### src/rtl/vga_capture.sv
// VGA sink: recovers pixel coordinates from the sync timing and captures one
// armed frame as an x/y tagged pixel stream with a running count and checksum.
module vga_capture #(
  parameter int H_ACTIVE        = 640,
  parameter int H_BACK_PORCH    = 48,
  parameter int V_ACTIVE        = 480,
  parameter int V_BACK_PORCH    = 33,
  parameter bit SYNC_ACTIVE_LOW = 1'b1
) (
  input  logic        clk,
  input  logic        reset,
  input  logic        arm,
  input  logic        hsync,
  input  logic        vsync,
  input  logic [23:0] rgb_in,
  output logic        pixel_valid,
  output logic [9:0]  pixel_x,
  output logic [9:0]  pixel_y,
  output logic [23:0] pixel_data,
  output logic        busy,
  output logic        frame_done,
  output logic        timing_error,
  output logic [19:0] pixel_count,
  output logic [31:0] checksum
);

  typedef enum logic [1:0] {IDLE, WAIT_VSYNC, CAPTURE, DONE} state_t;

  localparam logic [10:0] H_LO   = 11'(H_BACK_PORCH);
  localparam logic [10:0] H_HI   = 11'(H_BACK_PORCH + H_ACTIVE);
  localparam logic [10:0] H_FULL = 11'(H_BACK_PORCH + H_ACTIVE - 1);
  localparam logic [9:0]  V_LO   = 10'(V_BACK_PORCH);
  localparam logic [9:0]  V_HI   = 10'(V_BACK_PORCH + V_ACTIVE);
  localparam logic [9:0]  X_LAST = 10'(H_ACTIVE - 1);
  localparam logic [9:0]  Y_LAST = 10'(V_ACTIVE - 1);

  state_t state, state_nx;

  logic        hs_q, vs_q, hs_p, vs_p;
  logic [23:0] rgb_q;
  logic [10:0] h_reg, h_cnt;
  logic [9:0]  line_reg, line_cnt;
  logic        hs_rise, hs_start, vs_rise, vs_fall;
  logic        active, last, err_v, err_h;
  logic [9:0]  x_cur, y_cur;

  always_ff @(posedge clk) begin
    if (!reset) begin
      hs_q     <= 1'b0;
      vs_q     <= 1'b0;
      hs_p     <= 1'b0;
      vs_p     <= 1'b0;
      rgb_q    <= '0;
      h_reg    <= '0;
      line_reg <= '0;
    end else begin
      hs_q     <= SYNC_ACTIVE_LOW ? ~hsync : hsync;
      vs_q     <= SYNC_ACTIVE_LOW ? ~vsync : vsync;
      hs_p     <= hs_q;
      vs_p     <= vs_q;
      rgb_q    <= rgb_in;
      h_reg    <= h_cnt;
      line_reg <= line_cnt;
    end
  end

  assign hs_rise  = hs_q & ~hs_p;
  assign hs_start = ~hs_q & hs_p;
  assign vs_rise  = vs_q & ~vs_p;
  assign vs_fall  = ~vs_q & vs_p;

  always_comb begin
    h_cnt = h_reg;
    if (hs_start)
      h_cnt = '0;
    else if (!hs_q && h_reg != '1)
      h_cnt = h_reg + 11'd1;
  end

  always_comb begin
    line_cnt = line_reg;
    if (vs_fall)
      line_cnt = '0;
    else if (hs_rise && !vs_q && line_reg != '1)
      line_cnt = line_reg + 10'd1;
  end

  assign active = !vs_q && !hs_q
                  && line_cnt >= V_LO && line_cnt < V_HI
                  && h_cnt >= H_LO && h_cnt < H_HI;
  assign x_cur  = 10'(h_cnt - H_LO);
  assign y_cur  = line_cnt - V_LO;
  assign last   = active && x_cur == X_LAST && y_cur == Y_LAST;

  // A line is short when hsync returns before its last pixel was seen.
  assign err_v  = vs_rise;
  assign err_h  = hs_rise && !vs_q && !vs_p
                  && line_reg >= V_LO && line_reg < V_HI
                  && h_reg >= H_LO && h_reg < H_FULL;

  always_ff @(posedge clk) begin
    if (!reset) state <= IDLE;
    else        state <= state_nx;
  end

  always_comb begin
    state_nx = state;
    unique case (state)
      IDLE:       if (arm) state_nx = WAIT_VSYNC;
      WAIT_VSYNC: if (vs_rise) state_nx = CAPTURE;
      CAPTURE: begin
        if (err_v || err_h) state_nx = IDLE;
        else if (last)      state_nx = DONE;
      end
      DONE:       state_nx = IDLE;
      default:    state_nx = IDLE;
    endcase
  end

  assign busy = (state == WAIT_VSYNC) || (state == CAPTURE);

  always_ff @(posedge clk) begin
    if (!reset) begin
      pixel_valid  <= 1'b0;
      pixel_x      <= '0;
      pixel_y      <= '0;
      pixel_data   <= '0;
      frame_done   <= 1'b0;
      timing_error <= 1'b0;
      pixel_count  <= '0;
      checksum     <= '0;
    end else begin
      frame_done  <= (state == DONE);
      pixel_valid <= (state == CAPTURE) && active;
      if (state == IDLE && arm) begin
        timing_error <= 1'b0;
        pixel_count  <= '0;
        checksum     <= '0;
      end
      if (state == CAPTURE && (err_v || err_h))
        timing_error <= 1'b1;
      if (state == CAPTURE && active) begin
        pixel_x     <= x_cur;
        pixel_y     <= y_cur;
        pixel_data  <= rgb_q;
        pixel_count <= pixel_count + 20'd1;
        checksum    <= checksum + {8'd0, rgb_q};
      end
    end
  end

endmodule

### config.mk
export PLATFORM = sky130hd
export DESIGN_NAME = vga_capture
export DESIGN_NICKNAME = d
export VERILOG_FILES = /design/src/rtl/vga_capture.sv
export SDC_FILE = /design/constraint.sdc
export NUM_CORES = 1
export LEC_CHECK = 0
export ABC_AREA = 1
export CAP_MARGIN = 20
export CORE_UTILIZATION = 55
export DETAILED_ROUTE_END_ITERATION = 7
export HOLD_SLACK_MARGIN = 0.08
export PLACE_DENSITY = 0.87
export SLEW_MARGIN = 25
export SYNTH_ARGS = -nofsm -noshare
export SYNTH_HDL_FRONTEND = slang
export SYNTH_SLANG_ARGS = --single-unit
### constraint.sdc
create_clock -name clk -period 3.7 [get_ports clk]
set_input_delay 0.925 -clock clk [delete_from_list [all_inputs] [get_ports clk]]
set_output_delay 0.925 -clock clk [all_outputs]
set_load 0.01 [all_outputs]
==> flow_summary.toml, run 1 <==
[cts]
root_buffer = "clkbuf_16"
cts.htree.levels = 4
cts_tree = "built"
post-cts-setup-buffers = 0
hold_buffers = 0
worstSkewPairLatency_ns = 0.43
path_clk_slew_ns = 0.06
clockBufferDepth = 2
cts_buffers = 17
cts.sinks = 150

[sta]
holdWs_ns = 0.4634
setup_tns_ns = 0
setup_slack_ns = 0.3707
fin_crit_sh_pct = 89.98
slew_headroom_pct = 47.03
fmax_ghz = 0.3004
setup_viol = 0
fin_skew_ns = 0.009693
slew_viol_final = 0
final-hold-violation-count = 0
tightest_slew_ns = 0.7934
min_period_ns = 3.329

[logic_synthesis]
synth-edff-count = 0
ys_ff_latch = 150
ys_warn_count = 0
syn-instance-count = 1203
avgSynthCellArea_sq_um = 6.930
dominantRegCellSynth = "dfxtp_1"
syn-cell-area_sq_um = 8337
async_flop_share_pct = 0
synth_seq_area_share_pct = 36.02
yosysUniqueCellTypes = 51
syn_nets = 1273

[die]
placementRows = 44
die_h_um = 125.1
dieArea_sq_um = 15650
die_w_um = 125.1
initial_core_util_pct = 56.93
core_sq_um = 14640
boundaryPins = 129

[routing]
vias_per_cell = 5.519
totalWireLength_mm = 22.38
drtAntennaViolNets = 0
first_iter_violations = 818
firstDrtPassIters = 8
drc = 16
dr_total_vias = 8372
wire_per_inst_um = 14.75

[final_layout]
largest_reg_flops = 32
syn_to_final_growth_pct = 23.14
largestRegisters = "checksum (32), pixel_data (24), rgb_q (24)"
nets = 1391
antenna_cells = 0
drive_gt1_share_pct = 8.402
nFillCells = 1188
fin_cells = 1517
top_register = "checksum"

[min_path]
min_path_type = "reg -> reg"

[global_routing]
grtUsageTotal_pct = 28.69
grt-ovfl-total = 0
grt_util_met2_pct = 46.17
grt_util_met1_pct = 37.74
grtUsageMet3_pct = 5.991
grt_pass1_vias = 7801
grt_start_max_net_pins = 54
grt_pass1_wl_mm = 36.80
busiest_layer = "met2"
grt_antenna_before_repair = 0

[worst_setup_path]
required_ns = 4.02
cp-startpoint = "h_reg[0]"
r2r_cells = 22
critPathArrivalTime_ns = 3.65
cp_max_fo = 44
crit-reg2reg-launch = "h_reg[0]"
end_kind = "flip-flop"
rrSetupSlack_ns = 0.37
cp-endpoint = "checksum[26]"
worstSetupStartpointType = "flip-flop"
r2r-end = "checksum[26]"
path_class = "reg -> reg"

[flow_run]
maxCapViolCount = 0

[power]
ir_drop_mv = 0.3616
power.density_nw_per_um2 = 375.0
finalPower_mw = 3.850
leakagePower_nw = 4.443

[place]
portBuffers = 128
dp_hpwl_mm = 15.64
dp_cells = 1484
gp_congestion = 0.9751
pre_cts_ws_ns = 0.09473

[status]
violations = "design-rule violations"
status = "complete, but fails checks"
[repair_timing]
action	CTS	global route
setup endpoints to repair	0	46
endpoints found under the hold margin	0	0
gates resized for setup	0	10
[cell usage in the layout, fill, tap and decap left out, drive strengths merged, types with 2 or more instances in the layout]
master | synthesis | final
nand2 | 295 | 295
nor2 | 155 | 157
dfxtp | 150 | 150
inv | 140 | 142
clkdlybuf4s50 | 0 | 127
nand3 | 106 | 106
a21oi | 93 | 93
o21ai | 79 | 79
ha | 40 | 40
nand4 | 20 | 20
clkbuf | 14 | 18
nor3 | 16 | 16
xor2 | 15 | 15
or2 | 12 | 12
a31oi | 9 | 9
buf | 24 | 8
clkinv | 0 | 6
nand3b | 5 | 5
xnor2 | 4 | 4
o21a | 4 | 4
clkinvlp | 0 | 4
o21bai | 3 | 3
o31ai | 3 | 3
o211ai | 2 | 2
a211oi | 2 | 2
o41ai | 2 | 2
[worst min-delay path by stage]
stage,from,endpoint,slack [ns],cells after the start
after global placement,timing_error,timing_error,0.45,2
after floorplan,vs_q,vs_p,0.45,2
after detailed placement,timing_error,timing_error,0.46,2
after global routing,timing_error,timing_error,0.51,2
after CTS,timing_error,timing_error,0.46,2
final,timing_error,timing_error,0.46,2
[through the flow]
| step | instance area (sq um) | util, % |
|---|---|---|
| after floorplan | 8337 | - |
| after global placement | 9676 | 66.07 |
| after detailed placement | 9676 | 66.07 |
| after CTS | 10220 | 69.81 |
| after global routing | 10270 | 70.10 |
| final | 10270 | 70.10 |
[worst max-delay path, cell delays in order (launching register included)]
cell	delay [ns]
dfxtp_2	0.39
ha_2	0.23
inv_1	0.06
nor2_2	0.17
nand3_4	0.13
nand2_4	0.15
nand2_1	0.08
nand2_1	0.12
nand2_1	0.13
inv_1	0.11
ha_1	0.21
nand3_1	0.09
nor2_1	0.14
nor2_1	0.06
nand2_1	0.06
nand2_1	0.08
nor2_4	0.13
nand2_4	0.08
inv_6	0.17
buf_16	0.24
nand2_1	0.12
o21ai_0	0.18
nor2_1	0.07
[layout make-up]
type	instances	area, sq um	share of cell area, %
clock inverters	13	107.6	1.048
clock buffers	18	439.2	4.278
well taps	184	230.2	2.243
inverters	140	533.0	5.192
flip-flops and latches	150	3005	29.27
repair buffers	135	1353	13.17
multi-input cells	877	4598	44.79
[where the power goes]
group	leakage, nW	switching (mW)	total (mW)	internal [mW]
Clock	0.264	0.679	1.61	0.932
Combinational	2.96	0.357	0.542	0.185
Sequential	1.22	0.0391	1.70	1.66
[cell families after synthesis]
group,synth area share [%]
compound gates,13.15
xor+xnor,1.996
fa+ha+maj,6.243
buf+inv,9.155
flops,36.02
simple gates,33.44
[routing by layer]
metal	share of wire, %	vias up
li1	-	4139
met1	45	3809
met2	45	364
met3	7.6	60
met4	2.4	0
met5	0	-
[synthesized netlist by cell type, types with 2 or more instances]
library cell	number	area share [%]
o21a_1	4	0.36
clkbuf_1	13	0.59
nand2_2	10	0.75
nor2_1	146	6.6
xor2_1	15	1.6
buf_12	2	0.48
o41ai_1	2	0.21
o21bai_1	3	0.27
buf_1	4	0.18
a31oi_1	9	0.68
buf_2	9	0.54
xnor2_1	4	0.42
nand3_4	2	0.42
dfxtp_1	150	36
o31ai_1	3	0.27
nand2_4	4	0.54
buf_6	3	0.41
nand3_2	19	2.3
nor2_2	5	0.38
inv_1	134	6.0
inv_2	4	0.18
nand2_1	281	13
a21oi_1	91	5.5
nor2_4	4	0.54
ha_1	40	6.0
or2_2	11	0.83
nor3_1	16	0.96
a211oi_1	2	0.18
o211ai_1	2	0.18
buf_4	6	0.54
nand3_1	85	5.1
o21ai_1	4	0.24
nand3b_1	5	0.45
o21ai_0	75	4.5
nand4_1	19	1.4
inv_4	2	0.15
(Power assumes the default switching activity.)
==> run 2, diff against run 1 <==
--- a/config.mk
+++ b/config.mk
@@ -5,9 +5,8 @@
 export SDC_FILE = /design/constraint.sdc
 export NUM_CORES = 1
 export LEC_CHECK = 0
-export ABC_AREA = 1
 export CAP_MARGIN = 20
-export CORE_UTILIZATION = 55
+export CORE_UTILIZATION = 54
 export DETAILED_ROUTE_END_ITERATION = 7
 export HOLD_SLACK_MARGIN = 0.08
 export PLACE_DENSITY = 0.87
==> flow_summary.toml, run 2 <==
[min_path]
hold_path_depth = 2
min_from = "pixel_x[7]"
hold_end = "pixel_x[7]"
min_path_type = "reg -> reg"

[die]
placementRows = 43
die_w_um = 123.3
core_sq_um = 14100
boundaryPins = 129
dieArea_sq_um = 15200
initial_core_util_pct = 56.34
die_h_um = 123.3

[global_routing]
grtUsageTotal_pct = 29.24
grt_pass1_vias = 7217
grt_antenna_before_repair = 0
grt_pass1_wl_mm = 35.19
grt_start_max_net_pins = 58
grt-ovfl-total = 0

[place]
gp_congestion = 0.9301
pre_cts_ws_ns = 0.1304
dp_hpwl_mm = 14.79
portBuffers = 128

[final_layout]
top_register = "checksum"
seq_area_sq_um = 3003
largest_reg_flops = 32
largestRegisters = "checksum (32), pixel_data (24), rgb_q (24)"
final_cell_mix = "150 x dfxtp_1, 140 x nand2_1, 127 x clkdlybuf4s50_1"
syn_to_final_growth_pct = 26.67
antenna_cells = 0
nets = 1158
final_util_pct = 71.37
drive_gt1_share_pct = 7.811
nFillCells = 1056
layout_commonest_cell = "dfxtp_1"
multi_input_area_sq_um = 4618

[worst_setup_path]
rrSetupSlack_ns = 0.21
critPathMostFrequentCell = "nand3_1"
cpLargestDelayFamily = "simple AND/OR/NAND/NOR gates"
crit_chain = "ha_2, nand3_1, buf_4, a311o_1, mux2i_1, and4_1, nor2b_1, o221a_4, or2_4, buf_8, nand3_1, a21oi_1"
required_ns = 4.05
critPathArrivalTime_ns = 3.84
crit-reg2reg-launch = "line_reg[1]"
worstSetupStartpointType = "flip-flop"
cpPeakStageDelay_ns = 0.40
cp_max_fo = 32
slowest_stage = "dfxtp_1"
end_kind = "flip-flop"
path_class = "reg -> reg"
r2r-end = "checksum[11]"
r2r_cells = 12
cp_num_buf_inv = 2

[logic_synthesis]
yosys-top-cells-count = "150 x dfxtp_1, 140 x nand2_1, 93 x a21oi_1"
ys_warn_count = 0
ys_top_cells_by_area = "dfxtp_1 38%, nand2_1 6.6%, ha_1 6.3%, a21oi_1 5.9%, nand3_1 3.8%"
ys_ff_latch = 150
netlist.area_leader.share_pct = 37.81
dominantRegCellSynth = "dfxtp_1"
synth_seq_area_share_pct = 37.81
syn-instance-count = 964
async_flop_share_pct = 0
synth-edff-count = 0
synth.most_common_cell = "dfxtp_1"
syn-cell-area_sq_um = 7941
yosysUniqueCellTypes = 79
synth_top_area_cell = "dfxtp_1"
avgSynthCellArea_sq_um = 8.238
syn_nets = 1034

[routing]
dr_total_vias = 7829
vias_per_cell = 6.112
first_iter_violations = 629
firstDrtPassIters = 5
wire_per_inst_um = 17.06
totalWireLength_mm = 21.85
drc = 0
drtAntennaViolNets = 0

[sta]
rsz0062_at_grt = "false"
fin_skew_ns = 0.009722
setup_tns_ns = 0
min_period_ns = 3.486
setup_viol = 0
slew_headroom_pct = 46.15
final-hold-violation-count = 0
fin_crit_sh_pct = 94.20
tightest_slew_ns = 0.8040
fmax_ghz = 0.2869
holdWs_ns = 0.4551
slew_viol_final = 0
setup_slack_ns = 0.2144

[cts]
hold_buffers = 0
cts.sinks = 150
cts.htree.levels = 4
cts_tree = "built"
root_buffer = "clkbuf_16"
clockBufferDepth = 2
worstSkewPairLatency_ns = 0.43
post-cts-setup-buffers = 0
cts_buffers = 17
path_clk_slew_ns = 0.06

[power]
leakagePower_nw = 3.782
power.density_nw_per_um2 = 387.8
ir_drop_mv = 0.3676

[flow_run]
maxCapViolCount = 0

[status]
status = "complete, no violations"
## run 2: metal layers
| metal | up-vias | wire length, um | GRT usage (%) |
|---|---|---|---|
| met5 | - | 0 | 0 |
| met4 | 0 | 397 | 8.358 |
| met1 | 3732 | 9615 | 39.18 |
| met3 | 48 | 1636 | 6.089 |
| met2 | 320 | 10210 | 47.38 |
| li1 | 3729 | - | - |
## run 2: stage by stage
stage	power (mW)	instance area (sq um)	std cells
floorplan	1.957	7941	964
global placement	2.101	9420	1249
detailed placement	2.111	9420	1249
CTS	3.897	10040	1281
global route	4.024	10060	1281
finish	3.901	10060	1281
## run 2: layout make-up
| cell class | count | area share (%) |
|---|---|---|
| clock buffers | 21 | 4.677 |
| clock inverters | 11 | 1.468 |
| inverters | 18 | 0.6841 |
| multi-input cells | 744 | 45.91 |
| flip-flops and latches | 150 | 29.85 |
| well taps | 180 | 2.239 |
| repair buffers | 157 | 15.17 |
## run 2: cell families (layout without fill, tap and decap cells)
family,count (synthesis),after routing,share of synthesized area (%)
simple gates,422,422,26.36
compound gates,247,247,21.13
flops,150,150,37.81
buf+inv,70,207,4.301
fa+ha+maj,41,41,6.554
xor+xnor,29,29,3.198
mux,5,5,0.6460
## run 2: worst max path at each step
stage,cells past startpoint,to,slack [ns],from
after detailed placement,15,checksum[22],0.13,line_reg[1]
after CTS,14,checksum[19],0.04,line_reg[1]
after global routing,14,state[1],0.02,line_reg[1]
final,12,checksum[11],0.21,line_reg[1]
after global placement,14,checksum[19],0.21,line_reg[1]
after floorplan,15,checksum[19],0.28,line_reg[0]
## run 2: repair_timing
item / in CTS / in global routing
resized for setup: 1 / 5
pin swaps: 0 / 0
endpoints found under the setup margin: 1 / 77
## run 2: worst register-to-register path: cells and delay by family (launching register included)
kind	cells	cell delay [ns]
mux	1	0.38
buf+inv	2	0.42
fa+ha+maj	1	0.26
flops	1	0.40
compound gates	3	0.85
simple gates	5	1.09
## run 2: report_power, final
group | internal [mW] | switching [mW] | total [mW]
Sequential | 1.65 | 0.0280 | 1.67
Combinational | 0.157 | 0.261 | 0.418
Clock | 1.12 | 0.694 | 1.81
==> run 3, diff against run 2 <==
--- a/config.mk
+++ b/config.mk
@@ -10,7 +10,6 @@
 export DETAILED_ROUTE_END_ITERATION = 7
 export HOLD_SLACK_MARGIN = 0.08
 export PLACE_DENSITY = 0.87
-export SLEW_MARGIN = 25
 export SYNTH_ARGS = -nofsm -noshare
 export SYNTH_HDL_FRONTEND = slang
 export SYNTH_SLANG_ARGS = --single-unit
==> results of run 3 <==
No change in the layout: final DEF, timing and power equal those of run 2.
